$ cat config.mk
export PLATFORM = sky130hd
export DESIGN_NAME = tx_dmac_reader
export DESIGN_NICKNAME = d
export VERILOG_FILES = /design/src/rtl/tx_dmac_reader.sv
export SDC_FILE = /design/constraint.sdc
export NUM_CORES = 1
export LEC_CHECK = 0
export CAP_MARGIN = 20
export CORE_ASPECT_RATIO = 0.9
export CORE_MARGIN = 2
export CORE_UTILIZATION = 28
export DETAILED_ROUTE_END_ITERATION = 16
export SLEW_MARGIN = 0
export SYNTH_ARGS = -nofsm -noshare
export SYNTH_HDL_FRONTEND = slang
export SYNTH_SLANG_ARGS = --single-unit
$ cat constraint.sdc
create_clock -name clk -period 9.1 [get_ports clk]
set_clock_uncertainty 0.1 [all_clocks]
set_input_delay 0.91 -clock clk [delete_from_list [all_inputs] [get_ports clk]]
set_output_delay 0.91 -clock clk [all_outputs]
set_load 0.1 [all_outputs]
$ cat src/rtl/tx_dmac_reader.sv
// AXI4 read-master DMA: fetches credited bursts from a DDR ring and streams them to the TX FIFO.
// Optional TX_DMAC_TLAST_PER_BURST_EN marks the last beat of every burst with tlast.
module tx_dmac_reader #(
  parameter int ADDR_W = 48,
  parameter int DATA_W = 128,
  parameter int CNT_W  = 32
) (
  input  logic              clk,
  input  logic              rst_n,
  input  logic              read_enable,
  input  logic [ADDR_W-1:0] read_base_address,
  input  logic [CNT_W-1:0]  read_ddr_size,
  input  logic [8:0]        read_burst_len,
  input  logic [CNT_W-1:0]  read_burst_count,
  input  logic [16:0]       fill_bytes,
  input  logic              fill_tick,
  output logic              fill_tick_ack,
  input  logic              tx_fifo_has_space,
  output logic              read_busy,
  output logic [2:0]        read_state,
  output logic [8:0]        read_index,
  output logic [1:0]        read_rresp,
  output logic [CNT_W-1:0]  read_total_burst_count,
  output logic [CNT_W-1:0]  read_ddr_available,
  output logic              read_burst_tick,
  output logic [7:0]        read_underflow_count,
  output logic [ADDR_W-1:0] m_axi_araddr,
  output logic [7:0]        m_axi_arlen,
  output logic              m_axi_arvalid,
  input  logic              m_axi_arready,
  input  logic [DATA_W-1:0] m_axi_rdata,
  input  logic [1:0]        m_axi_rresp,
  input  logic              m_axi_rlast,
  input  logic              m_axi_rvalid,
  output logic              m_axi_rready,
  output logic [DATA_W-1:0] m_axis_tx_tdata,
  output logic              m_axis_tx_tvalid,
  input  logic              m_axis_tx_tready,
  output logic              m_axis_tx_tlast
);

  localparam logic [2:0] S_IDLE = 3'd0;
  localparam logic [2:0] S_WAIT = 3'd1;
  localparam logic [2:0] S_ADDR = 3'd2;
  localparam logic [2:0] S_DATA = 3'd3;

  logic [2:0]        state_r;
  logic [2:0]        state_next_s;
  logic [ADDR_W-1:0] addr_r;
  logic [CNT_W-1:0]  avail_r;
  logic [CNT_W-1:0]  total_r;
  logic [8:0]        index_r;
  logic [1:0]        rresp_r;
  logic [7:0]        underflow_r;
  logic              ack_r;
  logic              arvalid_r;
  logic              tick_r;
  logic              stall_seen_r;

  logic [CNT_W-1:0]  burst_bytes_s;
  logic [ADDR_W-1:0] burst_bytes_a_s;
  logic [ADDR_W-1:0] size_a_s;
  logic [ADDR_W-1:0] addr_inc_s;
  logic [ADDR_W-1:0] offset_next_s;
  logic [ADDR_W-1:0] addr_next_s;
  logic [CNT_W+1:0]  fill_add_s;
  logic [CNT_W+1:0]  burst_sub_s;
  logic [CNT_W+1:0]  avail_sum_s;
  logic [CNT_W-1:0]  avail_next_s;
  logic [CNT_W-1:0]  total_inc_s;
  logic [8:0]        last_idx_s;
  logic              credit_s;
  logic              ar_hs_s;
  logic              r_hs_s;
  logic              last_beat_s;
  logic              run_done_s;
  logic              err_s;
  logic              can_issue_s;
  logic              unused_ok_s;

  assign burst_bytes_s   = {{(CNT_W-13){1'b0}}, read_burst_len, 4'b0000};
  assign burst_bytes_a_s = {{(ADDR_W-CNT_W){1'b0}}, burst_bytes_s};
  assign size_a_s        = {{(ADDR_W-CNT_W){1'b0}}, read_ddr_size};
  assign addr_inc_s      = addr_r + burst_bytes_a_s;
  assign offset_next_s   = addr_inc_s - read_base_address;
  assign addr_next_s     = (offset_next_s >= size_a_s) ? read_base_address : addr_inc_s;

  assign last_idx_s  = read_burst_len - 9'd1;
  assign credit_s    = fill_tick & ~ack_r;
  assign ar_hs_s     = arvalid_r & m_axi_arready;
  assign r_hs_s      = m_axi_rvalid & m_axi_rready;
  assign last_beat_s = r_hs_s & (index_r == last_idx_s);
  assign total_inc_s = total_r + {{(CNT_W-1){1'b0}}, 1'b1};
  assign run_done_s  = (read_burst_count != {CNT_W{1'b0}}) & (total_inc_s == read_burst_count);
  assign err_s       = rresp_r[1] | m_axi_rresp[1];
  assign can_issue_s = (avail_r >= burst_bytes_s) & tx_fifo_has_space;

  // Credit and AR handshake may land in the same cycle; both apply, then clamp to the ring size.
  assign fill_add_s   = credit_s ? {{(CNT_W-15){1'b0}}, fill_bytes} : {(CNT_W+2){1'b0}};
  assign burst_sub_s  = ar_hs_s ? {2'b00, burst_bytes_s} : {(CNT_W+2){1'b0}};
  assign avail_sum_s  = {2'b00, avail_r} + fill_add_s - burst_sub_s;
  assign avail_next_s = (avail_sum_s > {2'b00, read_ddr_size}) ? read_ddr_size : avail_sum_s[CNT_W-1:0];

  // rlast is deliberately ignored: the beat counter alone closes a burst.
  assign unused_ok_s = ^{m_axi_rlast, last_idx_s[8]};

  // FSM state register.
  always_ff @(posedge clk) begin
    if (!rst_n) begin
      state_r <= S_IDLE;
    end else begin
      state_r <= state_next_s;
    end
  end

  // FSM next-state logic.
  always_comb begin
    state_next_s = state_r;
    case (state_r)
      S_IDLE: begin
        if (read_enable) state_next_s = S_WAIT;
        else             state_next_s = S_IDLE;
      end
      S_WAIT: begin
        if (!read_enable)     state_next_s = S_IDLE;
        else if (can_issue_s) state_next_s = S_ADDR;
        else                  state_next_s = S_WAIT;
      end
      S_ADDR: begin
        if (ar_hs_s) state_next_s = S_DATA;
        else         state_next_s = S_ADDR;
      end
      S_DATA: begin
        if (last_beat_s && (run_done_s || err_s || !read_enable)) state_next_s = S_IDLE;
        else if (last_beat_s)                                     state_next_s = S_WAIT;
        else                                                      state_next_s = S_DATA;
      end
      default: state_next_s = S_IDLE;
    endcase
  end

  // Run counters, ring address, credit bookkeeping and status registers.
  always_ff @(posedge clk) begin
    if (!rst_n) begin
      addr_r       <= read_base_address;
      avail_r      <= {CNT_W{1'b0}};
      total_r      <= {CNT_W{1'b0}};
      index_r      <= 9'd0;
      rresp_r      <= 2'b00;
      underflow_r  <= 8'd0;
      ack_r        <= 1'b0;
      arvalid_r    <= 1'b0;
      tick_r       <= 1'b0;
      stall_seen_r <= 1'b0;
    end else begin
      avail_r <= avail_next_s;
      tick_r  <= last_beat_s;
      if (credit_s)        ack_r <= 1'b1;
      else if (!fill_tick) ack_r <= 1'b0;
      case (state_r)
        S_IDLE: begin
          addr_r       <= read_base_address;
          arvalid_r    <= 1'b0;
          stall_seen_r <= 1'b0;
          // Status stays readable in IDLE; counters clear only when a new run starts.
          if (read_enable) begin
            total_r <= {CNT_W{1'b0}};
            index_r <= 9'd0;
            rresp_r <= 2'b00;
          end
        end
        S_WAIT: begin
          if (read_enable && can_issue_s) begin
            arvalid_r    <= 1'b1;
            stall_seen_r <= 1'b0;
          end else if (read_enable) begin
            stall_seen_r <= 1'b1;
            if (!stall_seen_r && (avail_r < burst_bytes_s) && (total_r != {CNT_W{1'b0}}) &&
                (underflow_r != 8'hFF))
              underflow_r <= underflow_r + 8'd1;
          end
        end
        S_ADDR: begin
          if (ar_hs_s) begin
            arvalid_r <= 1'b0;
            addr_r    <= addr_next_s;
          end
        end
        S_DATA: begin
          stall_seen_r <= 1'b0;
          if (r_hs_s) begin
            if (m_axi_rresp[1] && (m_axi_rresp > rresp_r)) rresp_r <= m_axi_rresp;
            if (index_r == last_idx_s) begin
              index_r <= 9'd0;
              total_r <= total_inc_s;
            end else begin
              index_r <= index_r + 9'd1;
            end
          end
        end
        default: begin
          arvalid_r <= 1'b0;
        end
      endcase
    end
  end

  // Output logic: zero-latency R-to-stream pass-through plus status.
  always_comb begin
    m_axi_rready     = (state_r == S_DATA) & m_axis_tx_tready;
    m_axis_tx_tvalid = (state_r == S_DATA) & m_axi_rvalid;
    m_axis_tx_tdata  = m_axi_rdata;
    read_busy        = (state_r != S_IDLE);
`ifdef TX_DMAC_TLAST_PER_BURST_EN
    m_axis_tx_tlast  = (state_r == S_DATA) & m_axi_rvalid & (index_r == last_idx_s);
`else
    m_axis_tx_tlast  = 1'b0;
`endif
  end

  assign read_state             = state_r;
  assign read_index             = index_r;
  assign read_rresp             = rresp_r;
  assign read_total_burst_count = total_r;
  assign read_ddr_available     = avail_r;
  assign read_burst_tick        = tick_r;
  assign read_underflow_count   = underflow_r;
  assign fill_tick_ack          = ack_r;
  assign m_axi_araddr           = addr_r;
  assign m_axi_arlen            = last_idx_s[7:0];
  assign m_axi_arvalid          = arvalid_r;

endmodule

# Word-level counts from Yosys, hierarchy flattened
# Index checks and enable logic that the tools add are counted.
# word_totals
elab_cells,110
register_bits,138
# op_classes
mux,34
add_sub_neg,8
reduce_logical,24
n_lt_le_gt_ge,5
n_eq_ne,16
bitwise_logic,12
# op_table
op,n
2-to-1 mux 48 bit,3
2-to-1 mux 32 bit,4
case mux 48 bit (2 select lines),1
case mux 32 bit (2 select lines),1
nonzero test 32 bit,2
adder 48 x 13 -> 48 bit,1
>= comparator 48 x 32 -> 1 bit,1
subtractor 48 bit,1
> comparator 34 x 32 -> 1 bit,1
subtractor 33 x 13 -> 34 bit,1
adder 32 x 17 -> 33 bit,1
"adder 32 x 1 -> 32 bit, second input constant",1
equality test 32 bit,1
>= comparator 32 x 13 -> 1 bit,1
< comparator 32 x 13 -> 1 bit,1
2-to-1 mux 9 bit,3
case mux 9 bit (2 select lines),1
2-to-1 mux 17 bit,1
2-to-1 mux 2 bit,7
2-to-1 mux 13 bit,1
"!= test 2 bit, second input constant",6
case mux 3 bit (4 select lines),1
AND reduction 4 bit,3
"adder 9 x 1 -> 9 bit, second input constant",1
26 further kinds,54

# Depth between registers and ports, before layout
# Gate-level depths: netlist of run 1.
# logic_depth
ltp_word,8
mapped_depth,33

# Least setup slack after synthesis of run 1
# Ideal clock, no wire load.
# synth_path
path_type,register to register
from,"reg addr_r[4], in the netlist m_axi_araddr[4]"
to,"reg addr_r[42], in the netlist m_axi_araddr[42] (data pin)"
stages_incl_launch_ff,33
setup_slack_ps,940
period_less_slack_ps,8160
t_arrival_ps,7798
path_buffers,3
cell_sequence,edfxtp_1 -> ha_1 -> fa_1 -> a21o_1 -> a21oi_1 -> o21bai_1 -> a21oi_1 -> o21bai_1 -> a31o_2 -> and3_1 -> clkbuf_1 -> nand2_1 -> xnor2_1 -> ha_1 -> nand2_1 -> or3_1 -> nor2_1 -> a21oi_1 -> or4_1 -> nand3_1 -> xor2_1 -> ha_1 -> nand4_1 -> nor4_1 -> a2111oi_0 -> nand3_1 -> a311o_1 -> or4b_1 -> a2111oi_0 -> o2111a_2 -> buf_6 -> buf_8 -> mux2_1
# synth_via
elab_chain_cells,7
# synth_lines
element,line_no,rtl
"start, declared",49,logic [ADDR_W-1:0] addr_r;
"start signal, assigned",145,addr_r <= read_base_address;
"start signal, assigned",162,addr_r <= read_base_address;
"start signal, assigned",186,addr_r <= addr_next_s;
adder 48 x 13 -> 48 bit *,84,assign addr_inc_s = addr_r + burst_bytes_a_s;
subtractor 48 bit,85,assign offset_next_s = addr_inc_s - read_base_address;
>= comparator 48 x 32 -> 1 bit,86,assign addr_next_s = (offset_next_s >= size_a_s) ? read_base_address : addr_inc_s;
2-to-1 mux 48 bit *,86,
2-to-1 mux 48 bit *,184,if (ar_hs_s) begin
case mux 48 bit (2 select lines) *,160,case (state_r)
2-to-1 mux 48 bit *,144,if (!rst_n) begin
# Mark *: on every way between the ends. The rest lies on a longest branch, timed or not. The select of a mux whose other input is x is not followed.
# A chain may end at the register's enable or synchronous reset.

# Final worst setup path of run 1
# layout_path
from,in read_burst_len[0]
to,"reg addr_r[20], in the netlist m_axi_araddr[20] (data pin)"
# layout_via
elab_chain_cells,7
# layout_lines
element,line_no,rtl
"start, declared",13,"input logic [8:0] read_burst_len,"
adder 48 x 13 -> 48 bit *,84,
subtractor 48 bit,85,
>= comparator 48 x 32 -> 1 bit,86,
2-to-1 mux 48 bit *,86,
2-to-1 mux 48 bit *,184,
case mux 48 bit (2 select lines) *,160,
2-to-1 mux 48 bit *,144,
# Marked as above.

==> metrics.yaml, run 1 <==
setup_path:
  rrSetupSlack_ns: 0.98
  crit_path_start: "read_burst_len[0]"
  critPathCaptureType: "register"
  critical_path_arrival_ns: 8.74
  regToRegEndpoint: "m_axi_araddr[20]"
  critPathRequiredTime_ns: 9.23
  cpPeakStageDelay_ns: 0.48
  r2r-start: "m_axi_araddr[4]"
  crit_path_end: "m_axi_araddr[20]"
  crit_cells: 31
  startpoint_type: "input pin"
  crit_top_cell: "ha_1"
  worst-path-buf-inv: 2
  critPathTopFamily: "compound AO/OA/AOI/OAI gates"
  reg2reg_depth: 30
  path_class: "input pin to register"
  crit_fanout: 34
  crit_slowest_cell: "or4b_1"
detailed_routing:
  vias_per_cell: 5.230
  firstDrtPassIters: 5
  wl_mm: 61.75
  drc: 0
  ant_nets: 0
  post_drt_wl_per_cell_microns: 19.85
  num_vias: 16270
  drtIter0Drc: 961
sta:
  min_period_ns: 8.608
  setup_violations: 0
  final_max_slew_viol_count: 0
  tightest_slew_ns: 1.135
  finalCritPeriodShare_pct: 94.59
  slew_headroom_pct: 24.13
  hold_viol: 0
  fmax_ghz: 0.1162
  rsz0062_at_grt: "false"
cells_and_area:
  fin_cells: 3111
  syn2layout_area_growth_pct: 22.03
  drive_above_1_share_pct: 6.258
  layout.nets: 2798
  stdcell_area_sq_um: 20220
floorplanning:
  ioPinCount: 554
  die_area_sq_um: 61160
  fp.dieH_microns: 234.8
  core_sq_um: 58440
  die_w_microns: 260.5
  rows: 84
  start_util_pct: 28.36
placement:
  io_buffer_count: 294
  dp_hpwl_mm: 50.65
  place_inst: 3075
  globalplace.congestion: 0.9389
  placed_cell_area_sq_um: 19630
grt:
  use_met1_pct: 24.52
  grt_antenna_before_repair: 9
  grt_busiest_layer: "met2"
  grt.total_usage_pct: 19.74
  overflow: 0
  met3_usage_pct: 5.825
  globalRouteMet2Util_pct: 32.55
  grt_pass1_vias: 15990
  grt_start_max_net_pins: 79
  grt_pass1_wl_mm: 93.14
yosys:
  async_flop_share_pct: 0
  synthFlopType: "dfxtp_1"
  synth_area_leaders: "ha_1 (14%), dfxtp_1 (11%), edfxtp_1 (8.7%)"
  synth_cell_type_count: 79
  synth_edf_count: 48
  synthTopCellsByCount: "nand2_1 (202), a21oi_1 (200), inv_1 (192)"
  ys_seq_area_share_pct: 19.45
  synth_seq_cells: 137
  synth_warnings: 0
  mappedNetlistArea_sq_um: 16570
  syn_avg_cell_area_sq_um: 7.691
  yosys.area.top_type: "ha_1"
  netlist.area_leader.share_pct: 14.34
  netlist_instances: 2155
  synth_most_common_cell: "nand2_1"
worst_hold_path:
  holdCritPathClass: "register to register"
clock_tree:
  cts_buffer_depth: 2
  postCtsHoldBufs: 0
  cts_made_buffers: 17
  clk_pin_slew_ns: 0.07
  cts_num_sinks: 137
  cts_tree: "built"
  cts-htree-levels: 4
  clock-root-buffer: "clkbuf_16"
  insertion_delay_ns: 0.49
job:
  cap_violations: 0
pwr:
  power_density_nw_per_um2: 284.1
  leakage_uw: 0.008232
  peakVddDrop_mv: 0.3033
outcome:
  outcome: "finished clean"
[where the power goes]
group | switching (uW) | leakage [uW] | internal, uW
clock network | 345 | 0.000285 | 386
registers | 97.3 | 0.00123 | 731
logic | 2730 | 0.00672 | 1450
total | 3170 | 0.00823 | 2570
[layout make-up]
cell class	instances	area (sq um)
multi-input combinational	1625	11370
timing repair buffer	346	3346
tap	774	968.4
inverter	193	724.4
clock buffer	17	425.4
antenna	4	10.01
clock inverter	15	158.9
sequential	137	3223
fill	6175	38210
[how the worst min path moves through the flow]
stage	startpoint	to	slack, ns	cells after the start
2_1_floorplan	stall_seen_r	stall_seen_r	0.37	2
3_3_place_gp	read_underflow_count[7]	read_underflow_count[7]	0.37	2
3_5_place_dp	read_rresp[1]	read_rresp[1]	0.39	2
4_1_cts	read_rresp[1]	read_rresp[1]	0.40	2
5_1_grt	read_total_burst_count[31]	read_total_burst_count[31]	0.44	2
6_report	read_rresp[1]	read_rresp[1]	0.40	2
[cells in the final DEF, fill, tap and decap left out, types with 28 or more instances in the layout]
cell / count
nand3_1: 101
a21o_1: 56
buf_4: 51
nor2_1: 108
o21ai_0: 95
xnor2_1: 120
nand2_1: 202
xor2_1: 55
or3_1: 30
edfxtp_1: 48
inv_1: 191
clkdlybuf4s50_1: 294
mux2_2: 40
a21oi_1: 199
nor3_1: 42
nand4_1: 61
ha_1: 190
nor4_1: 28
dfxtp_1: 89
[repair_timing]
item | CTS | global route
setup buffers | 0 | 0
resized for setup | 0 | 1
endpoints found under the setup margin | 0 | 43
[metal layers]
metal  wire length [microns]  vias to the layer above  part of all wire, %
met2                   28600                      635                   46
li1                        -                     7882                    -
met3                    5097                       80                  8.3
met1                   26520                     7663                   43
met5                      63                        -                 0.10
met4                    1468                       10                  2.4
[state kept, by name, indices dropped and copies added (netlist names)]
register,count
fill_tick_ack,1
m_axi_araddr,48
m_axi_arvalid,1
read_burst_tick,1
read_ddr_available,32
read_index,9
read_rresp,2
read_state,2
read_total_burst_count,32
read_underflow_count,8
stall_seen_r,1
[worst register-to-register path: cells and delay by family (launching register included)]
family,cells,cell delay [ns]
AOI/OAI and AO/OA,11,2.61
xor gates and xnor gates,2,0.38
adders and majority gates,4,1.31
buffers and inverters,1,0.22
DFF,1,0.40
muxes,1,0.40
and+or+nand+nor,11,2.42
[stage by stage]
step	power (uW)	utilization, %	setup WS (ns)	setup TNS, ns	hold slack, ns
3_5_place_dp	4977	33.59	-0.08455	-2.758	0.3906
3_3_place_gp	4935	33.59	-0.004705	-0.01338	0.3720
2_1_floorplan	4110	-	0.9402	0	0.3660
6_report	5745	34.61	0.4922	0	0.4001
5_1_grt	6178	34.59	0.07114	0	0.4412
4_1_cts	5741	34.59	0.4318	0	0.4018
[cell families (layout without fill, tap and decap cells)]
| logic type | Yosys count | in the layout | share of synthesized area [%] |
|---|---|---|---|
| AO/OA/AOI/OAI | 498 | 498 | 18.59 |
| XOR/XNOR | 178 | 178 | 9.656 |
| adder cells (fa/ha/maj) | 201 | 201 | 15.67 |
| buffers and inverters | 394 | 571 | 12.10 |
| flip-flops | 137 | 137 | 19.45 |
| multiplexers | 54 | 54 | 3.601 |
| other | 1 | 6 | 0.02263 |
| AND/OR/NAND/NOR | 692 | 692 | 20.90 |
Power figures use the tool's default switching activity.
==> inputs of run 2 (changes only) <==
--- a/config.mk
+++ b/config.mk
@@ -14,3 +14,4 @@
 export SYNTH_ARGS = -nofsm -noshare
 export SYNTH_HDL_FRONTEND = slang
 export SYNTH_SLANG_ARGS = --single-unit
+export TNS_END_PERCENT = 100
==> results of run 2 <==
No change in the layout: final DEF, timing and power equal those of run 1.
==> inputs of run 3 (changes only) <==
--- a/config.mk
+++ b/config.mk
@@ -6,10 +6,11 @@
 export NUM_CORES = 1
 export LEC_CHECK = 0
 export CAP_MARGIN = 20
-export CORE_ASPECT_RATIO = 0.9
 export CORE_MARGIN = 2
 export CORE_UTILIZATION = 28
+export CTS_CLUSTER_SIZE = 8
 export DETAILED_ROUTE_END_ITERATION = 16
+export SKIP_LAST_GASP = 1
 export SLEW_MARGIN = 0
 export SYNTH_ARGS = -nofsm -noshare
 export SYNTH_HDL_FRONTEND = slang
==> run 3 against run 2 <==
Count of clock-buffer cells in the layout did not move. Non-clock buffer count fell by 20. Setup slack improved by 0.050 ns. Power rose by 0.35%. Die area barely moved. Combinational power fell by 1%. Via count fell by 1.8%. Wire length fell by 2.1%. Flip-flop and latch count did not move. Global-route usage fell by 0.23 points. Largest power group unchanged.
==> metrics.yaml, run 3 (synthesis results as in run 1) <==
grt:
  grt_pass1_wl_mm: 91.65  # -1.6%
  overflow: 0  # unchanged
  grt_pass1_vias: 15740  # -1.6%
  grt_start_max_net_pins: 79  # unchanged
  grt_antenna_before_repair: 7  # -2
  grt.total_usage_pct: 19.50  # -0.23 points
sta:
  slew_headroom_pct: 25.83  # +1.7 points
  tightest_slew_ns: 1.109  # -0.02546 ns
  final_max_slew_viol_count: 0  # unchanged
  rsz0062_at_grt: "false"
  setup_violations: 0  # unchanged
  finalCritPeriodShare_pct: 94.04  # -0.55 points
  hold_viol: 0  # unchanged
  fmax_ghz: 0.1169  # +0.59%
  min_period_ns: 8.557  # -0.05047 ns
worst_hold_path:
  worstHoldEndpoint: "read_underflow_count[7]"
  min-delay-start: "read_underflow_count[7]"
  holdCritPathClass: "register to register"
  holdPathStages: 2  # unchanged
floorplanning:
  die_area_sq_um: 61150  # about the same
  core_sq_um: 58800  # +0.62%
  rows: 89  # +6.0%
  fp.dieH_microns: 247.3  # +5.3%
  start_util_pct: 28.19  # -0.17 points
  die_w_microns: 247.3  # -5.1%
  ioPinCount: 554  # unchanged
setup_path:
  critPathRequiredTime_ns: 9.25  # +0.02 ns
  regToRegEndpoint: "m_axi_araddr[5]"
  r2r-start: "m_axi_araddr[4]"
  startpoint_type: "input pin"
  critical_path_arrival_ns: 8.70  # -0.04 ns
  crit_slowest_cell: "or4b_1"
  rrSetupSlack_ns: 1.08  # +0.10 ns
  path_class: "input pin to register"
  crit_fanout: 24  # -29%
  cpPeakStageDelay_ns: 0.51  # +0.03 ns
  reg2reg_depth: 30  # unchanged
  critPathCaptureType: "register"
  crit_top_cell: "ha_1"
cells_and_area:
  utilization_pct: 34.23  # -0.38 points
  drive_above_1_share_pct: 5.447  # -0.81 points
  layout_commonest_cell: "clkdlybuf4s50_1"
  syn2layout_area_growth_pct: 21.43
  largest_reg_flops: 48  # unchanged
  layout.nets: 2778  # -0.71%
  n_fill_cell: 6226  # +0.83%
  fin_cells: 3087  # -0.77%
  mostFrequentLayoutCells: "clkdlybuf4s50_1 (294), nand2_1 (202), a21oi_1 (199)"
outcome:
  outcome: "finished clean"
pwr:
  peakVddDrop_mv: 0.2376  # -22%
  leakage_uw: 0.008159  # -0.88%
  power_density_nw_per_um2: 286.5  # +0.85%
detailed_routing:
  wl_mm: 60.45  # -2.1%
  firstDrtPassIters: 5  # unchanged
  post_drt_wl_per_cell_microns: 19.58  # -1.3%
  drc: 0  # unchanged
  ant_nets: 0  # unchanged
  drtIter0Drc: 948  # -1.4%
  vias_per_cell: 5.173  # -1.1%
  num_vias: 15970  # -1.8%
clock_tree:
  cts_buffer_depth: 2  # unchanged
  cts_num_sinks: 137  # unchanged
  cts-htree-levels: 4  # unchanged
  insertion_delay_ns: 0.50  # about the same
  clock-root-buffer: "clkbuf_16"
  cts_tree: "built"
  postCtsHoldBufs: 0  # unchanged
  clk_pin_slew_ns: 0.07  # about the same
  cts_made_buffers: 17  # unchanged
placement:
  io_buffer_count: 294  # unchanged
  dp_hpwl_mm: 49.87  # -1.5%
  place_inst: 3054  # -0.68%
  globalplace.congestion: 0.9270  # -1.3%
job:
  cap_violations: 0  # unchanged
## run 3: what timing repair did
item / 4_1_cts / 5_1_grt
endpoints found under the setup margin: 0 / 44
gates resized for setup: 0 / 2
buffers inserted: 0 / 0
## run 3: worst max-delay path by stage
stage                     slack (ns)         startpoint               end
final                           0.54  read_burst_len[0]   m_axi_araddr[5]
after CTS                       0.48  read_burst_len[0]  m_axi_araddr[37]
after floorplan                 0.94    m_axi_araddr[4]  m_axi_araddr[42]
after global routing            0.03  read_burst_len[0]  m_axi_araddr[37]
after global placement          0.08  read_burst_len[0]  m_axi_araddr[34]
after detailed placement       -0.05  read_burst_len[0]  m_axi_araddr[42]
## run 3: area by class of cell
| class | instances | area [sq um] | area share [%] |
|---|---|---|---|
| clock inverter | 15 | 203.9 | 1.013 |
| antenna | 1 | 2.502 | 0.01243 |
| timing repair buffer | 326 | 3208 | 15.94 |
| sequential | 137 | 3223 | 16.02 |
| clock buffer | 17 | 425.4 | 2.114 |
| tap | 773 | 967.2 | 4.806 |
| inverter | 193 | 724.4 | 3.600 |
| multi-input combinational | 1625 | 11370 | 56.50 |
## run 3: worst max-delay path, delay by kind of cell
family                   cells  cell delay (ns)
AO/OA/AOI/OAI               11             2.69
AND/OR/NAND/NOR             11             2.51
adder cells (fa/ha/maj)      4             1.27
multiplexers                 1             0.36
buffers and inverters        2             0.67
XOR/XNOR                     2             0.27
## run 3: metal layers
layer,wire [microns],GRT usage (%)
met1,26730,24.65
met2,28550,33.03
met3,4008,4.374
met4,1089,5.653
met5,72,0
## run 3: metrics by stage
stage | total power (uW) | TNS (ns) | instance area (sq um) | setup slack, ns | hold slack, ns
after floorplan | 4110 | 0 | 16580 | 0.9402 | 0.3660
after global placement | 4915 | 0 | 19490 | 0.08086 | 0.3671
after detailed placement | 4969 | -1.194 | 19490 | -0.04576 | 0.3829
after CTS | 5787 | 0 | 20120 | 0.4758 | 0.3978
after global routing | 6226 | 0 | 20120 | 0.02983 | 0.4358
final | 5765 | 0 | 20120 | 0.5427 | 0.3959
## run 3: power breakdown
part / leakage (uW) / switching (uW) / internal (uW)
Combinational: 0.00663 / 2710 / 1440
Sequential: 0.00123 / 96.9 / 731
Clock: 0.000307 / 365 / 419
Total: 0.00816 / 3170 / 2590
